[config.mk]
export PLATFORM = sky130hd
export DESIGN_NAME = mc_ctrl_v2
export DESIGN_NICKNAME = d
export VERILOG_FILES = /design/src/rtl/mc_ctrl_v2.sv
export SDC_FILE = /design/constraint.sdc
export NUM_CORES = 1
export LEC_CHECK = 0
export ABC_CLOCK_PERIOD_IN_PS = 5200
export BUFFER_PORTS_ARGS = -buffer_cell sky130_fd_sc_hd__buf_4
export CORE_MARGIN = 2
export CORE_UTILIZATION = 48
export DETAILED_ROUTE_END_ITERATION = 8
export GPL_TIMING_DRIVEN = 0
export PLACE_DENSITY = 0.85
export SYNTH_ARGS = -nofsm -noshare
export SYNTH_HDL_FRONTEND = slang
export SYNTH_SLANG_ARGS = --single-unit
[constraint.sdc]
create_clock -name clk -period 5.2 [get_ports clk]
set_clock_uncertainty 0.2 [all_clocks]
set_input_delay 0 -clock clk [delete_from_list [all_inputs] [get_ports clk]]
set_output_delay 0 -clock clk [all_outputs]
set_load 0.05 [all_outputs]
[src/rtl/mc_ctrl_v2.sv]
// rtl/mc_ctrl_v2.sv - multicycle MIPS control unit with memory handshake, bus watchdog and precise exceptions
//
// Optional feature macro: MC_CTRL_PERF_EN (retired-instruction and memory-stall counters)
//
// Ports:
//   clk, reset                  clock, synchronous active-high reset
//   zero, overflow              ALU flags (overflow checked in EX_R/EX_I for add/sub/addi)
//   MIO_ready                   memory/IO handshake, access completes in the cycle it is high
//   inst_in[31:0]               instruction register contents
//   MemRead, MemWrite, CPU_MIO, lorD, IRWrite          memory/fetch strobes
//   RegWrite, ALUSrcA, PCWrite, PCWriteCond, Branch, S datapath strobes (S = shift-amount select)
//   RegDst, MemtoReg, ALUSrcB, PCSource [1:0]          datapath mux selects
//   ALU_operation[2:0]          ALU function
//   state_out[4:0]              current state encoding
//   exc_valid, exc_cause[1:0]   exception pulse and sticky cause
//   perf_retired, perf_stall    performance counters (constant 0 without MC_CTRL_PERF_EN)
module mc_ctrl_v2 #(
    parameter int TIMEOUT_W   = 8,
    parameter int TIMEOUT_MAX = 255,
    parameter int PERF_W      = 32
) (
    input  logic              clk,
    input  logic              reset,
    input  logic              zero,
    input  logic              overflow,
    input  logic              MIO_ready,
    input  logic [31:0]       inst_in,
    output logic              MemRead,
    output logic              MemWrite,
    output logic              CPU_MIO,
    output logic              lorD,
    output logic              IRWrite,
    output logic              RegWrite,
    output logic              ALUSrcA,
    output logic              PCWrite,
    output logic              PCWriteCond,
    output logic              Branch,
    output logic              S,
    output logic [1:0]        RegDst,
    output logic [1:0]        MemtoReg,
    output logic [1:0]        ALUSrcB,
    output logic [1:0]        PCSource,
    output logic [2:0]        ALU_operation,
    output logic [4:0]        state_out,
    output logic              exc_valid,
    output logic [1:0]        exc_cause,
    output logic [PERF_W-1:0] perf_retired,
    output logic [PERF_W-1:0] perf_stall
);

    typedef enum logic [4:0] {
        S_IF     = 5'd0,
        S_ID     = 5'd1,
        S_EX_R   = 5'd2,
        S_EX_MEM = 5'd3,
        S_EX_I   = 5'd4,
        S_LUI_WB = 5'd5,
        S_EX_BEQ = 5'd6,
        S_EX_BNE = 5'd7,
        S_EX_JR  = 5'd8,
        S_EX_JAL = 5'd9,
        S_EXE_J  = 5'd10,
        S_MEM_RD = 5'd11,
        S_MEM_WD = 5'd12,
        S_WB_R   = 5'd13,
        S_WB_I   = 5'd14,
        S_WB_LW  = 5'd15,
        S_EX_JALR= 5'd16,
        S_EXC    = 5'd17
    } state_t;

    typedef enum logic [3:0] {
        D_RSVD, D_R, D_I, D_LUI, D_LW, D_SW, D_BEQ, D_BNE, D_J, D_JAL, D_JR, D_JALR
    } dec_t;

    localparam logic [2:0] ALU_AND = 3'b000;
    localparam logic [2:0] ALU_OR  = 3'b001;
    localparam logic [2:0] ALU_ADD = 3'b010;
    localparam logic [2:0] ALU_XOR = 3'b011;
    localparam logic [2:0] ALU_NOR = 3'b100;
    localparam logic [2:0] ALU_SRL = 3'b101;
    localparam logic [2:0] ALU_SUB = 3'b110;
    localparam logic [2:0] ALU_SLT = 3'b111;

    localparam logic [1:0] CAUSE_RSVD = 2'b01;
    localparam logic [1:0] CAUSE_OVF  = 2'b10;
    localparam logic [1:0] CAUSE_BUS  = 2'b11;

    state_t                r_state;
    state_t                w_next;
    logic [TIMEOUT_W-1:0]  r_wdog;
    logic [1:0]            r_exc_cause;
    logic [1:0]            w_exc_code;
    dec_t                  w_dec;
    logic [2:0]            w_alu_dec;
    logic                  w_ovf_chk;
    logic                  w_shift;
    logic                  w_mem_state;
    logic                  w_wait;
    logic                  w_timeout;
    logic [5:0]            w_op;
    logic [5:0]            w_fn;
    logic                  w_unused;

    assign w_op     = inst_in[31:26];
    assign w_fn     = inst_in[5:0];
    // Control decisions never look at zero or the register/immediate fields.
    assign w_unused = &{1'b0, zero, inst_in[25:6]};

    // Instruction class, ALU function and whether overflow must trap.
    always_comb begin
        w_dec     = D_RSVD;
        w_alu_dec = ALU_ADD;
        w_ovf_chk = 1'b0;
        w_shift   = 1'b0;
        case (w_op)
            6'h00: begin
                case (w_fn)
                    6'h20: begin w_dec = D_R; w_alu_dec = ALU_ADD; w_ovf_chk = 1'b1; end
                    6'h22: begin w_dec = D_R; w_alu_dec = ALU_SUB; w_ovf_chk = 1'b1; end
                    6'h24: begin w_dec = D_R; w_alu_dec = ALU_AND; end
                    6'h25: begin w_dec = D_R; w_alu_dec = ALU_OR;  end
                    6'h26: begin w_dec = D_R; w_alu_dec = ALU_XOR; end
                    6'h27: begin w_dec = D_R; w_alu_dec = ALU_NOR; end
                    6'h2A: begin w_dec = D_R; w_alu_dec = ALU_SLT; end
                    6'h02: begin w_dec = D_R; w_alu_dec = ALU_SRL; w_shift = 1'b1; end
                    6'h08: w_dec = D_JR;
                    6'h09: w_dec = D_JALR;
                    default: w_dec = D_RSVD;
                endcase
            end
            6'h08: begin w_dec = D_I; w_alu_dec = ALU_ADD; w_ovf_chk = 1'b1; end
            6'h0C: begin w_dec = D_I; w_alu_dec = ALU_AND; end
            6'h0D: begin w_dec = D_I; w_alu_dec = ALU_OR;  end
            6'h0E: begin w_dec = D_I; w_alu_dec = ALU_XOR; end
            6'h0A: begin w_dec = D_I; w_alu_dec = ALU_SLT; end
            6'h0F: w_dec = D_LUI;
            6'h23: w_dec = D_LW;
            6'h2B: w_dec = D_SW;
            6'h04: w_dec = D_BEQ;
            6'h05: w_dec = D_BNE;
            6'h02: w_dec = D_J;
            6'h03: w_dec = D_JAL;
            default: w_dec = D_RSVD;
        endcase
    end

    assign w_mem_state = (r_state == S_IF) || (r_state == S_MEM_RD) || (r_state == S_MEM_WD);
    assign w_wait      = w_mem_state && !MIO_ready;
    // A completing handshake always wins: timeout only fires on a cycle that is still waiting.
    assign w_timeout   = w_wait && (r_wdog == TIMEOUT_W'(TIMEOUT_MAX));

    always_ff @(posedge clk) begin
        if (reset) begin
            r_state     <= S_IF;
            r_wdog      <= '0;
            r_exc_cause <= 2'b00;
        end else begin
            r_state <= w_next;
            if (w_wait && !w_timeout) begin
                r_wdog <= r_wdog + TIMEOUT_W'(1);
            end else begin
                r_wdog <= '0;
            end
            if (w_next == S_EXC && r_state != S_EXC) begin
                r_exc_cause <= w_exc_code;
            end
        end
    end

    always_comb begin
        w_next     = r_state;
        w_exc_code = 2'b00;
        case (r_state)
            S_IF: begin
                if (MIO_ready) begin
                    w_next = S_ID;
                end else if (w_timeout) begin
                    w_next     = S_EXC;
                    w_exc_code = CAUSE_BUS;
                end
            end
            S_ID: begin
                case (w_dec)
                    D_R:    w_next = S_EX_R;
                    D_I:    w_next = S_EX_I;
                    D_LUI:  w_next = S_LUI_WB;
                    D_LW:   w_next = S_EX_MEM;
                    D_SW:   w_next = S_EX_MEM;
                    D_BEQ:  w_next = S_EX_BEQ;
                    D_BNE:  w_next = S_EX_BNE;
                    D_J:    w_next = S_EXE_J;
                    D_JAL:  w_next = S_EX_JAL;
                    D_JR:   w_next = S_EX_JR;
                    D_JALR: w_next = S_EX_JALR;
                    default: begin
                        w_next     = S_EXC;
                        w_exc_code = CAUSE_RSVD;
                    end
                endcase
            end
            S_EX_R: begin
                if (overflow && w_ovf_chk) begin
                    w_next     = S_EXC;
                    w_exc_code = CAUSE_OVF;
                end else begin
                    w_next = S_WB_R;
                end
            end
            S_EX_I: begin
                if (overflow && w_ovf_chk) begin
                    w_next     = S_EXC;
                    w_exc_code = CAUSE_OVF;
                end else begin
                    w_next = S_WB_I;
                end
            end
            S_EX_MEM: w_next = (w_dec == D_LW) ? S_MEM_RD : S_MEM_WD;
            S_MEM_RD: begin
                if (MIO_ready) begin
                    w_next = S_WB_LW;
                end else if (w_timeout) begin
                    w_next     = S_EXC;
                    w_exc_code = CAUSE_BUS;
                end
            end
            S_MEM_WD: begin
                if (MIO_ready) begin
                    w_next = S_IF;
                end else if (w_timeout) begin
                    w_next     = S_EXC;
                    w_exc_code = CAUSE_BUS;
                end
            end
            S_EX_JAL: w_next = S_EXE_J;
            default:  w_next = S_IF;
        endcase
    end

    always_comb begin
        MemRead       = 1'b0;
        MemWrite      = 1'b0;
        CPU_MIO       = 1'b0;
        lorD          = 1'b0;
        IRWrite       = 1'b0;
        RegWrite      = 1'b0;
        ALUSrcA       = 1'b0;
        PCWrite       = 1'b0;
        PCWriteCond   = 1'b0;
        Branch        = 1'b0;
        S             = 1'b0;
        RegDst        = 2'b00;
        MemtoReg      = 2'b00;
        ALUSrcB       = 2'b00;
        PCSource      = 2'b00;
        ALU_operation = 3'b000;
        exc_valid     = 1'b0;
        case (r_state)
            S_IF: begin
                MemRead       = 1'b1;
                CPU_MIO       = 1'b1;
                ALUSrcB       = 2'b01;
                ALU_operation = ALU_ADD;
                IRWrite       = MIO_ready;
                PCWrite       = MIO_ready;
            end
            S_ID: begin
                ALUSrcB       = 2'b11;
                ALU_operation = ALU_ADD;
            end
            S_EX_R: begin
                ALUSrcA       = 1'b1;
                ALU_operation = w_alu_dec;
                S             = w_shift;
            end
            S_EX_MEM: begin
                ALUSrcA       = 1'b1;
                ALUSrcB       = 2'b10;
                ALU_operation = ALU_ADD;
            end
            S_EX_I: begin
                ALUSrcA       = 1'b1;
                ALUSrcB       = 2'b10;
                ALU_operation = w_alu_dec;
            end
            S_LUI_WB: begin
                RegWrite = 1'b1;
                MemtoReg = 2'b10;
            end
            S_EX_BEQ: begin
                ALUSrcA       = 1'b1;
                ALU_operation = ALU_SUB;
                PCWriteCond   = 1'b1;
                Branch        = 1'b1;
                PCSource      = 2'b01;
            end
            S_EX_BNE: begin
                ALUSrcA       = 1'b1;
                ALU_operation = ALU_SUB;
                PCWriteCond   = 1'b1;
                PCSource      = 2'b01;
            end
            S_EX_JR: begin
                ALUSrcA       = 1'b1;
                ALU_operation = ALU_ADD;
                PCWrite       = 1'b1;
            end
            S_EX_JAL: begin
                RegWrite = 1'b1;
                RegDst   = 2'b10;
                MemtoReg = 2'b11;
            end
            S_EXE_J: begin
                PCWrite  = 1'b1;
                PCSource = 2'b10;
            end
            S_MEM_RD: begin
                MemRead = 1'b1;
                CPU_MIO = 1'b1;
                lorD    = 1'b1;
            end
            S_MEM_WD: begin
                MemWrite = 1'b1;
                CPU_MIO  = 1'b1;
                lorD     = 1'b1;
            end
            S_WB_R: begin
                RegWrite = 1'b1;
                RegDst   = 2'b01;
            end
            S_WB_I: begin
                RegWrite = 1'b1;
            end
            S_WB_LW: begin
                RegWrite = 1'b1;
                MemtoReg = 2'b01;
            end
            S_EX_JALR: begin
                ALUSrcA       = 1'b1;
                ALU_operation = ALU_ADD;
                PCWrite       = 1'b1;
                RegWrite      = 1'b1;
                RegDst        = 2'b01;
                MemtoReg      = 2'b11;
            end
            S_EXC: begin
                PCWrite   = 1'b1;
                PCSource  = 2'b11;
                exc_valid = 1'b1;
            end
            default: begin
                MemRead = 1'b0;
            end
        endcase
    end

    assign state_out = r_state;
    assign exc_cause = r_exc_cause;

`ifdef MC_CTRL_PERF_EN
    logic [PERF_W-1:0] r_perf_retired;
    logic [PERF_W-1:0] r_perf_stall;

    // An instruction retires when control returns to IF by any path other than the exception state.
    always_ff @(posedge clk) begin
        if (reset) begin
            r_perf_retired <= '0;
            r_perf_stall   <= '0;
        end else begin
            if (w_next == S_IF && r_state != S_IF && r_state != S_EXC) begin
                r_perf_retired <= r_perf_retired + PERF_W'(1);
            end
            if (w_wait) begin
                r_perf_stall <= r_perf_stall + PERF_W'(1);
            end
        end
    end

    assign perf_retired = r_perf_retired;
    assign perf_stall   = r_perf_stall;
`else
    assign perf_retired = '0;
    assign perf_stall   = '0;
`endif

endmodule

==> results of run 1 <==
[cells in the final DEF, fill, tap and decap left out, drive strengths merged, types with 2 or more instances in the layout]
cell type	netlist	layout
nand2	16	16
o32ai	3	3
and3	5	5
o31ai	2	2
nor2b	4	4
a211oi	7	7
nor4	4	4
or4b	4	4
clkbuf	16	20
nor3	12	12
xnor2	4	4
conb	1	64
dfxtp	15	15
nand2b	9	9
or3	9	9
buf	70	110
or4	3	3
o22ai	6	6
xor2	9	9
or2	5	5
a311o	2	2
a21oi	18	18
nand3	11	11
o21ai	8	8
and2	2	2
inv	9	9
o21a	2	2
nand4b	3	3
a31oi	6	6
nor2	42	42
[per-stage QoR]
step	total power [W]	setup slack [ns]	hold slack (ns)	util
after detailed placement	0.001193	2.865	0.01486	0.6325
after floorplan	0.0009570	2.145	-0.1207	-
after global routing	0.001370	2.535	0.02216	0.6453
after global placement	0.001191	2.805	0.008607	0.6325
after CTS	0.001288	2.758	0.01740	0.6453
final	0.001293	2.695	0.01130	0.6453
[how the worst max path moves through the flow]
stage / start / to / cells past startpoint
floorplan: state_out[4] / PCSource[0] / 5
global placement: state_out[1] / state_out[0] / 7
finish: state_out[4] / RegWrite / 7
CTS: state_out[1] / ALU_operation[1] / 7
global route: state_out[1] / state_out[0] / 7
detailed placement: state_out[1] / state_out[0] / 7
[logic make-up (layout without fill, tap and decap cells)]
group | count (synthesis) | in the layout | share of synthesized area
and+or+nand+nor | 132 | 132 | 0.3220
buffers and inverters | 95 | 140 | 0.2821
AOI/OAI and AO/OA | 62 | 62 | 0.1894
DFF | 15 | 15 | 0.1408
xor gates and xnor gates | 13 | 13 | 0.05337
adders and majority gates | 1 | 1 | 0.005864
other | 1 | 64 | 0.001758
muxes | 1 | 1 | 0.004692
[area by class of cell]
| cell class | instances | area [sq um] | share of cell area |
|---|---|---|---|
| multi-input combinational | 273 | 1468 | 0.5260 |
| buffer | 86 | 568.0 | 0.2036 |
| timing repair buffer | 41 | 310.3 | 0.1112 |
| sequential | 15 | 300.3 | 0.1076 |
| tap | 52 | 65.06 | 0.02332 |
| clock buffer | 4 | 45.04 | 0.01614 |
| inverter | 9 | 33.78 | 0.01211 |
[per-layer routing]
layer	up-vias	wire [microns]	global-route usage
li1	1208	-	-
met5	-	0	0
met1	1002	2291	0.2617
met3	0	454	0.03561
met2	104	2567	0.3564
met4	0	0	0.02935
[state kept, by name, indices dropped and copies added, names as in the netlist]
signal,flops
exc_cause,2
state_out,5
r_wdog,8
[synth_stat cells, types with 4 or more instances]
| master | number | area [sq um] |
|---|---|---|
| buf_4 | 64 | 480.5 |
| nor2_1 | 42 | 157.7 |
| a21oi_1 | 18 | 90.09 |
| clkbuf_1 | 16 | 60.06 |
| nand2_1 | 16 | 60.06 |
| dfxtp_1 | 15 | 300.3 |
| nor3_1 | 12 | 60.06 |
| nand3_1 | 11 | 55.05 |
| inv_1 | 9 | 33.78 |
| nand2b_1 | 9 | 56.30 |
| or3_1 | 9 | 56.30 |
| xor2_1 | 9 | 78.83 |
| a211oi_1 | 7 | 52.55 |
| o21ai_0 | 7 | 35.03 |
| a31oi_1 | 6 | 37.54 |
| o22ai_1 | 6 | 37.54 |
| and3_1 | 5 | 31.28 |
| or2_2 | 5 | 31.28 |
| buf_2 | 4 | 20.02 |
| nor2b_1 | 4 | 25.02 |
| nor4_1 | 4 | 25.02 |
| xnor2_1 | 4 | 35.03 |
[power groups by stage]
| stage | logic, W | registers, W | clock network, W |
|---|---|---|---|
| after CTS | 0.00104 | 0.000151 | 0.0000931 |
| after global routing | 0.00112 | 0.000154 | 0.000101 |
| after floorplan | 0.000751 | 0.000206 | 0 |
| after global placement | 0.00104 | 0.000153 | 0 |
| final | 0.00105 | 0.000151 | 0.0000904 |
| after detailed placement | 0.00104 | 0.000154 | 0 |
[worst reg2reg max path: stages, from the launching register on]
cell	delay (ns)
dfxtp_1	0.34
clkbuf_1	0.38
nor2_1	0.21
and2_1	0.21
o21ai_0	0.59
nor2_1	0.12
o21ai_0	0.11
o32ai_1	0.11
==> flow_summary.json, run 1 <==
{
  "status": "completed",
  "grt_usage": 0.2011,
  "start_util": 0.4933,
  "yosys_most_used_dff": "dfxtp_1",
  "holdCritPathClass": "in -> reg",
  "port_buffers": 40,
  "cts_resized": 0,
  "num_vias": 2314,
  "ir_drop_mv": 0.2689,
  "rr_worst_depth": 7,
  "post-place-cells": 475,
  "avgSynthCellArea_sq_um": 6.667,
  "numCtsBuffers": 3,
  "ys_seq_elements": 15,
  "crit_path_max_fanout": 10,
  "p_leak_nw": 1.355,
  "power_density_nw_per_um2": 463.3,
  "p_sw_w": 0.0007999,
  "synth_cell_types": 48,
  "antenna_found_initial": 0,
  "post-cts-setup-buffer-count": 0,
  "antenna_left": 0,
  "worst_slew_pin_slew_ns": 0.7229,
  "via_per_inst": 4.821,
  "drive_above_1_share": 0.2780,
  "endpoint_kind": "output port",
  "regToRegEndpoint": "state_out[0]",
  "synth-seq-area-share": 0.1408,
  "clkTransAtPathRegs_ns": 0.06,
  "cp.arrival_ns": 2.31,
  "power_frac_comb": 0.813,
  "gp_congestion": 0.9229,
  "critPathBufInv": 3,
  "min_from": "overflow",
  "setup_viol": 0,
  "core_area_sq_um": 4324,
  "fin_area_sq_um": 2790,
  "whs_endpoint": "state_out[2]",
  "n_antenna_cell": 0,
  "grt_pass1_vias": 1908,
  "r2r_setup_slack_ns": 2.77,
  "insertion_delay_ns": 0.24,
  "die_area_sq_um": 4994,
  "max_freq_ghz": 0.3991,
  "intPower_w": 0.0004928,
  "place_area_sq_um": 2735,
  "slew_headroom": 0.5130,
  "crit_required_ns": 5.00,
  "whs_path_depth": 4,
  "overflow": 0,
  "first_pass_iters": 5,
  "drv_slew": 0,
  "clk_path_buf_depth": 2,
  "grt_max_degree": 11,
  "grt_pass1_wl_microns": 8618,
  "finalHoldViolCount": 0,
  "fin_cells": 480,
  "r2r_start": "state_out[1]",
  "num-fill-cells": 422,
  "crit_chain": "clkbuf_1 -> clkbuf_1 -> nand2_1 -> nor3_1 -> a21oi_1 -> o22ai_1 -> buf_4",
  "syn_inst": 320,
  "slowest_delay_ns": 0.41,
  "period_needed_ns": 2.505,
  "cts_hold_buffers": 1,
  "pwr-share-seq": 0.117,
  "dieWidth_microns": 70.67,
  "critical_path_class": "reg -> out",
  "die_h_microns": 70.67,
  "final_nets": 467,
  "drc_errors": 0,
  "switching_share": 0.6188,
  "drt-total-wl_microns": 5313,
  "fp-row-count": 24,
  "yosysWarningCount": 0,
  "critPathSlowestCell": "nor3_1",
  "synthArstFlopShare": 0,
  "cpLargestDelayFamily": "buffers and inverters",
  "h-tree-depth": 1,
  "synth_edf_count": 0,
  "cts_root_buffer": "clkbuf_8",
  "area_delta_synth_final_pct": 30.79,
  "crit_path_start_kind": "flop",
  "cts_tree": "yes",
  "drv_cap": 0,
  "dpl.hpwl_microns": 4207,
  "detail_route.iter0.violations": 194,
  "wl_per_cell_microns": 11.07,
  "syn_area_sq_um": 2133,
  "crit_top_cell": "clkbuf_1",
  "period_share": 0.4818,
  "clock_sinks": 15,
  "setup-tns-final_ns": 0,
  "rsz0062_at_grt": "false",
  "clkPwrFrac": 0.070,
  "io_pins": 131
}
Power figures use the tool's default switching activity.
==> run 2: changes to the inputs <==
==> config.mk (replaced) <==
export PLATFORM = sky130hd
export DESIGN_NAME = mc_ctrl_v2
export DESIGN_NICKNAME = d
export VERILOG_FILES = /design/src/rtl/mc_ctrl_v2.sv
export SDC_FILE = /design/constraint.sdc
export NUM_CORES = 1
export LEC_CHECK = 0
export ABC_AREA = 1
export ABC_CLOCK_PERIOD_IN_PS = 2300
export BUFFER_PORTS_ARGS = -buffer_cell sky130_fd_sc_hd__buf_4
export CORE_MARGIN = 2
export CORE_UTILIZATION = 39
export DETAILED_ROUTE_END_ITERATION = 8
export GPL_TIMING_DRIVEN = 0
export PLACE_DENSITY = 0.75
export SYNTH_ARGS = -nofsm -noshare
export SYNTH_HDL_FRONTEND = slang
export SYNTH_SLANG_ARGS = --single-unit
==> constraint.sdc (replaced) <==
create_clock -name clk -period 2.3 [get_ports clk]
set_clock_uncertainty 0.2 [all_clocks]
set_input_delay 0 -clock clk [delete_from_list [all_inputs] [get_ports clk]]
set_output_delay 0 -clock clk [all_outputs]
set_load 0.05 [all_outputs]
==> run 2 against run 1 <==
- flip-flop and latch count unchanged
- largest power group unchanged
- total power rose by 110%
- critical path depth unchanged
- synthesized area fell by 6.5%
- setup slack lost 2.5 ns
- via count decreased by 8.1%
- clock-buffer cell count decreased by 1
- die area rose by 14%
- sequential share of layout area is 0.16 points higher
- routed wire length is 14% lower
- global-route usage shrank 4.2 points
- sequential power is 140% higher
==> flow_summary.json, run 2 <==
{
  "slowest_delay_ns": 0.47,
  "die_area_sq_um": 5706,
  "status": "completed",
  "core_area_sq_um": 5010,
  "area_delta_synth_final_pct": 38.37,
  "critPathSlowestCell": "or4_1",
  "io_pins": 131,
  "synth-seq-area-share": 0.1505,
  "h-tree-depth": 1,
  "critPathBufInv": 3,
  "min_from": "MIO_ready",
  "rsz0062_at_grt": "false",
  "synth-xor-area-share": 0.01317,
  "yosys_most_used_dff": "dfxtp_1",
  "synthTopCellsByArea": "buf_4 24%, dfxtp_1 15%, nand2_1 11%, inv_1 8.1%, nor2_1 7.3%",
  "cpLargestDelayFamily": "simple AND/OR/NAND/NOR gates",
  "period_share": 0.9130,
  "first_pass_iters": 4,
  "whs_ns": 0.05493,
  "synth_compound_area_frac": 0.1060,
  "place_area_sq_um": 2694,
  "avgSynthCellArea_sq_um": 6.103,
  "crit_path_max_fanout": 5,
  "crit_required_ns": 2.10,
  "crit_chain": "inv_2 -> nand2_2 -> inv_1 -> nand2_1 -> nand2_1 -> or4_1 -> buf_4",
  "cts_tree": "yes",
  "largest_register_ffs": 8,
  "drt-total-wl_microns": 4559,
  "synth_edf_count": 0,
  "antenna_left": 0,
  "synth-simple-area-share": 0.3812,
  "num-fill-cells": 527,
  "insertion_delay_ns": 0.25,
  "ys_seq_elements": 15,
  "synthAdderAreaFrac": 0.006270,
  "fp-row-count": 26,
  "whs_endpoint": "state_out[2]",
  "yosys.area.top_type_share": 0.2408,
  "grt_pass1_vias": 1762,
  "start_util": 0.3984,
  "drv_slew": 0,
  "p_leak_nw": 1.608,
  "clk_path_buf_depth": 2,
  "drv_cap": 0,
  "power_frac_comb": 0.787,
  "crit_path_start_kind": "flop",
  "startpoint": "state_out[2]",
  "gp_congestion": 0.8152,
  "overflow": 0,
  "syn_area_sq_um": 1996,
  "fin_area_sq_um": 2761,
  "detail_route.iter0.violations": 116,
  "setup_viol": 0,
  "yosysWarningCount": 0,
  "r2r_start": "state_out[2]",
  "switching_share": 0.6277,
  "power_density_nw_per_um2": 973.3,
  "clock_sinks": 15,
  "intPower_w": 0.001001,
  "cp.arrival_ns": 1.90,
  "post-route-util": 0.5512,
  "regToRegEndpoint": "exc_cause[1]",
  "dieWidth_microns": 75.54,
  "n_antenna_cell": 0,
  "clkTransAtPathRegs_ns": 0.06,
  "synth_top_family_by_area": "simple AND/OR/NAND/NOR gates",
  "p_sw_w": 0.001687,
  "via_per_inst": 4.162,
  "grt_pass1_wl_microns": 7314,
  "ir_drop_mv": 0.5207,
  "cts_root_buffer": "clkbuf_8",
  "grt_max_degree": 11,
  "numCtsBuffers": 3,
  "synth_top_area_cell": "buf_4",
  "antenna_found_initial": 0,
  "synth_commonest_cells": "64 x buf_4, 58 x nand2_1, 43 x inv_1, 39 x nor2_1, 23 x nand3_1",
  "power_w": 0.002688,
  "post-cts-setup-buffer-count": 0,
  "final_common_cell": "buf_4",
  "largest-register": "r_wdog",
  "drc_errors": 0,
  "drive_above_1_share": 0.3537,
  "synthArstFlopShare": 0,
  "rr_worst_depth": 13,
  "r2r_setup_slack_ns": 0.34,
  "crit_top_cell": "nand2_1",
  "syn_inst": 327,
  "final_cell_mix": "109 x buf_4, 64 x conb_1, 58 x nand2_1",
  "grt_usage": 0.1588,
  "dpl.hpwl_microns": 3967,
  "setup-tns-final_ns": 0,
  "whs_path_depth": 5,
  "final_nets": 480,
  "wl_per_cell_microns": 8.922,
  "synth_cell_types": 38,
  "holdCritPathClass": "in -> reg",
  "endpoint_kind": "output port",
  "clkPwrFrac": 0.081,
  "synth_most_common_cell": "buf_4",
  "finalHoldViolCount": 0,
  "die_h_microns": 75.54,
  "max_freq_ghz": 0.4762,
  "port_buffers": 45,
  "synthMuxAreaShare": 0,
  "pwr-share-seq": 0.132,
  "period_needed_ns": 2.100,
  "critical_path_class": "reg -> out",
  "num_vias": 2127
}
[run 2: changes by cell type after synthesis, moves of 12 or more]
cell | previous run | this run
clkbuf_1 | 16 | 0
inv_1 | 9 | 43
nand3_1 | 11 | 23
nand2_1 | 16 | 58
[run 2: routing by layer]
layer,global-route usage,vias to the layer above,wire length (microns)
li1,-,1138,-
met1,0.2014,915,1917
met2,0.2947,69,2335
met3,0.01455,5,272
met4,0.02729,0,33
met5,0,-,0
[run 2: metrics by stage]
step	setup slack [ns]	std cells
finish	0.2001	511
global route	0.03469	511
CTS	0.1369	511
detailed placement	0.2982	505
global placement	0.3526	505
floorplan	-0.1490	390
[run 2: final cells by class]
type                            instances  area (sq um)  share of cell area
Clock buffer                            3         41.29             0.01495
Sequential cell                        15         301.5              0.1092
Clock inverter                          1         5.005            0.001812
Timing Repair Buffer                   47         357.8              0.1296
Inverter                               52         195.2             0.07068
Multi-Input combinational cell        258          1287              0.4662
Tap cell                               70         87.58             0.03172
Buffer                                 65         485.5              0.1758
[run 2: power by group through the flow]
stage                     Clock, W  Combinational, W  Sequential [W]
after floorplan                  0           0.00151        0.000478
after global placement           0           0.00210        0.000361
after detailed placement         0           0.00211        0.000360
after CTS                 0.000219           0.00212        0.000354
after global routing      0.000231           0.00227        0.000364
final                     0.000218           0.00211        0.000355
[run 2: logic make-up (layout without fill, tap and decap cells)]
group / Yosys count / after routing
flip-flops: 15 / 15
AO/OA/AOI/OAI: 33 / 33
buffers and inverters: 117 / 168
other: 1 / 64
AND/OR/NAND/NOR: 157 / 157
adder cells (fa/ha/maj): 1 / 1
XOR/XNOR: 3 / 3
[run 2: worst max path at each step]
stage	depth (start not counted)	endpoint
floorplan	7	RegWrite
global placement	13	exc_cause[0]
detailed placement	13	exc_cause[0]
CTS	7	ALUSrcA
global route	7	ALUSrcA
finish	7	ALUSrcA
[run 2: timing repair]
action / 4_1_cts / 5_1_grt
setup endpoints to repair: 0 / 1
gates resized for setup: 0 / 1
hold endpoints to repair: 7 / 0
hold buffers: 2 / 0
[run 2: tightest hold or removal path, cell delays in order]
cell,delay [ns]
buf_4,0.12
nor2_1,0.05
o2111ai_1,0.21
nand2_1,0.06
inv_1,0.04
==> run 3: changes to the inputs <==
--- a/config.mk
+++ b/config.mk
@@ -6,13 +6,14 @@
 export NUM_CORES = 1
 export LEC_CHECK = 0
 export ABC_AREA = 1
-export ABC_CLOCK_PERIOD_IN_PS = 2300
+export ABC_CLOCK_PERIOD_IN_PS = 1900
 export BUFFER_PORTS_ARGS = -buffer_cell sky130_fd_sc_hd__buf_4
 export CORE_MARGIN = 2
 export CORE_UTILIZATION = 39
 export DETAILED_ROUTE_END_ITERATION = 8
 export GPL_TIMING_DRIVEN = 0
 export PLACE_DENSITY = 0.75
+export SKIP_LAST_GASP = 1
 export SYNTH_ARGS = -nofsm -noshare
 export SYNTH_HDL_FRONTEND = slang
 export SYNTH_SLANG_ARGS = --single-unit
==> constraint.sdc (replaced) <==
create_clock -name clk -period 1.9 [get_ports clk]
set_clock_uncertainty 0.2 [all_clocks]
set_input_delay 0 -clock clk [delete_from_list [all_inputs] [get_ports clk]]
set_output_delay 0 -clock clk [all_outputs]
set_load 0.05 [all_outputs]
==> run 3 against run 2 <==
- flip-flop and latch count is the same
- clock-buffer cell count grew 1
- setup slack lost 0.19 ns
- die area is the same
- sequential share of layout area shrank 0.38 points
==> flow_summary.json, run 3 (same netlist as run 2, synthesis figures left out) <==
{
  "clkPwrFrac": 0.067,
  "final_cell_mix": "120 x buf_4, 64 x conb_1, 47 x nand2_1",
  "gp_congestion": 0.8094,
  "wl_per_cell_microns": 9.718,
  "grt_usage": 0.1584,
  "fin_area_sq_um": 3052,
  "place_area_sq_um": 2755,
  "io_pins": 131,
  "pwr-share-seq": 0.128,
  "dpl.hpwl_microns": 4000,
  "cts_root_buffer": "clkbuf_8",
  "clkTransAtPathRegs_ns": 0.06,
  "num_vias": 2183,
  "drv_slew": 0,
  "setup_viol": 0,
  "port_buffers": 45,
  "max_freq_ghz": 0.5288,
  "drv_cap": 0,
  "overflow": 0,
  "fp-row-count": 26,
  "finalHoldViolCount": 0,
  "via_per_inst": 4.166,
  "period_share": 0.9954,
  "cts_tree": "yes",
  "drive_above_1_share": 0.4449,
  "crit_path_max_fanout": 6,
  "r2r_setup_slack_ns": 0.04,
  "crit_path_start_kind": "flop",
  "n_antenna_cell": 0,
  "fin_cells": 524,
  "drt-total-wl_microns": 5092,
  "die_h_microns": 75.54,
  "clock_sinks": 15,
  "insertion_delay_ns": 0.24,
  "largest-register": "r_wdog",
  "post-place-cells": 505,
  "holdCritPathClass": "in -> reg",
  "clk_path_buf_depth": 2,
  "power_density_nw_per_um2": 1234,
  "power_frac_comb": 0.804,
  "first_pass_iters": 4,
  "post-route-util": 0.6091,
  "num-fill-cells": 505,
  "core_area_sq_um": 5010,
  "switching_share": 0.5953,
  "endpoint_kind": "output port",
  "grt_pass1_vias": 1806,
  "antenna_found_initial": 0,
  "antenna_left": 0,
  "grt_pass1_wl_microns": 7465,
  "p_leak_nw": 1.740,
  "critical_path_class": "reg -> out",
  "area_delta_synth_final_pct": 52.92,
  "drc_errors": 0,
  "final_common_cell": "buf_4",
  "period_needed_ns": 1.891,
  "start_util": 0.3984,
  "crit_required_ns": 1.70,
  "p_sw_w": 0.002242,
  "intPower_w": 0.001524,
  "rsz0062_at_grt": "true",
  "h-tree-depth": 1,
  "detail_route.iter0.violations": 129,
  "final_nets": 493,
  "status": "completed",
  "die_area_sq_um": 5706,
  "dieWidth_microns": 75.54,
  "power_w": 0.003766,
  "ir_drop_mv": 0.6990,
  "grt_max_degree": 11,
  "numCtsBuffers": 3,
  "largest_register_ffs": 8,
  "cp.arrival_ns": 1.69
}
-- run 3: repair_timing --
| item | in CTS | in global routing |
|---|---|---|
| gates resized for setup | 9 | 32 |
| pin swaps | 1 | 13 |
| endpoints found under the setup margin | 8 | 13 |
| hold buffers | 2 | 0 |
| buffers inserted | 1 | 13 |
| endpoints found under the hold margin | 7 | 0 |
-- run 3: metal layers --
| layer | GRT usage | vias to the layer above | wire length (microns) |
|---|---|---|---|
| met2 | 0.2879 | 78 | 2573 |
| li1 | - | 1159 | - |
| met1 | 0.2112 | 942 | 2188 |
| met4 | 0.01559 | 0 | 41 |
| met3 | 0.01323 | 4 | 289 |
| met5 | 0 | - | 0 |
-- run 3: stage by stage --
| step | hold slack (ns) | TNS [ns] | setup slack [ns] |
|---|---|---|---|
| floorplan | -0.1406 | -0.007788 | -0.007788 |
| global placement | -0.008363 | -0.02514 | -0.02514 |
| detailed placement | -0.002817 | -0.07242 | -0.03989 |
| CTS | 0.01114 | -0.05248 | -0.05248 |
| global route | 0.07728 | -0.2411 | -0.09183 |
| finish | 0.02322 | 0 | 0.008749 |
-- run 3: cell type report --
class / instances / area (sq um) / area share
buffer: 64 / 480.5 / 0.1574
tap: 70 / 87.58 / 0.02870
multi-input combinational: 258 / 1443 / 0.4727
sequential: 15 / 321.6 / 0.1054
clock buffer: 4 / 45.04 / 0.01476
timing repair buffer: 61 / 471.7 / 0.1546
inverter: 52 / 202.7 / 0.06642
-- run 3: worst max-delay path, cell delays in order (launching register included) --
cell     delay (ns)
dfxtp_4        0.41
buf_2          0.22
buf_4          0.15
o31ai_4        0.08
or4_4          0.43
buf_8          0.17
-- run 3: worst paths after layout --
kind / start / end / cells past startpoint
max reg2reg: r_wdog[0] / state_out[3] / 10
min reg2reg: exc_cause[0] / exc_cause[0] / 2
min: MIO_ready / state_out[1] / 5
max: state_out[4] / ALUSrcA / 5
-- run 3: power by group through the flow --
stage / clock, W / combinational (W) / sequential, W
3_3_place_gp: 0 / 0.00262 / 0.000448
6_report: 0.000253 / 0.00303 / 0.000483
4_1_cts: 0.000253 / 0.00272 / 0.000447
2_1_floorplan: 0 / 0.00191 / 0.000596
5_1_grt: 0.000271 / 0.00319 / 0.000493
3_5_place_dp: 0 / 0.00264 / 0.000450
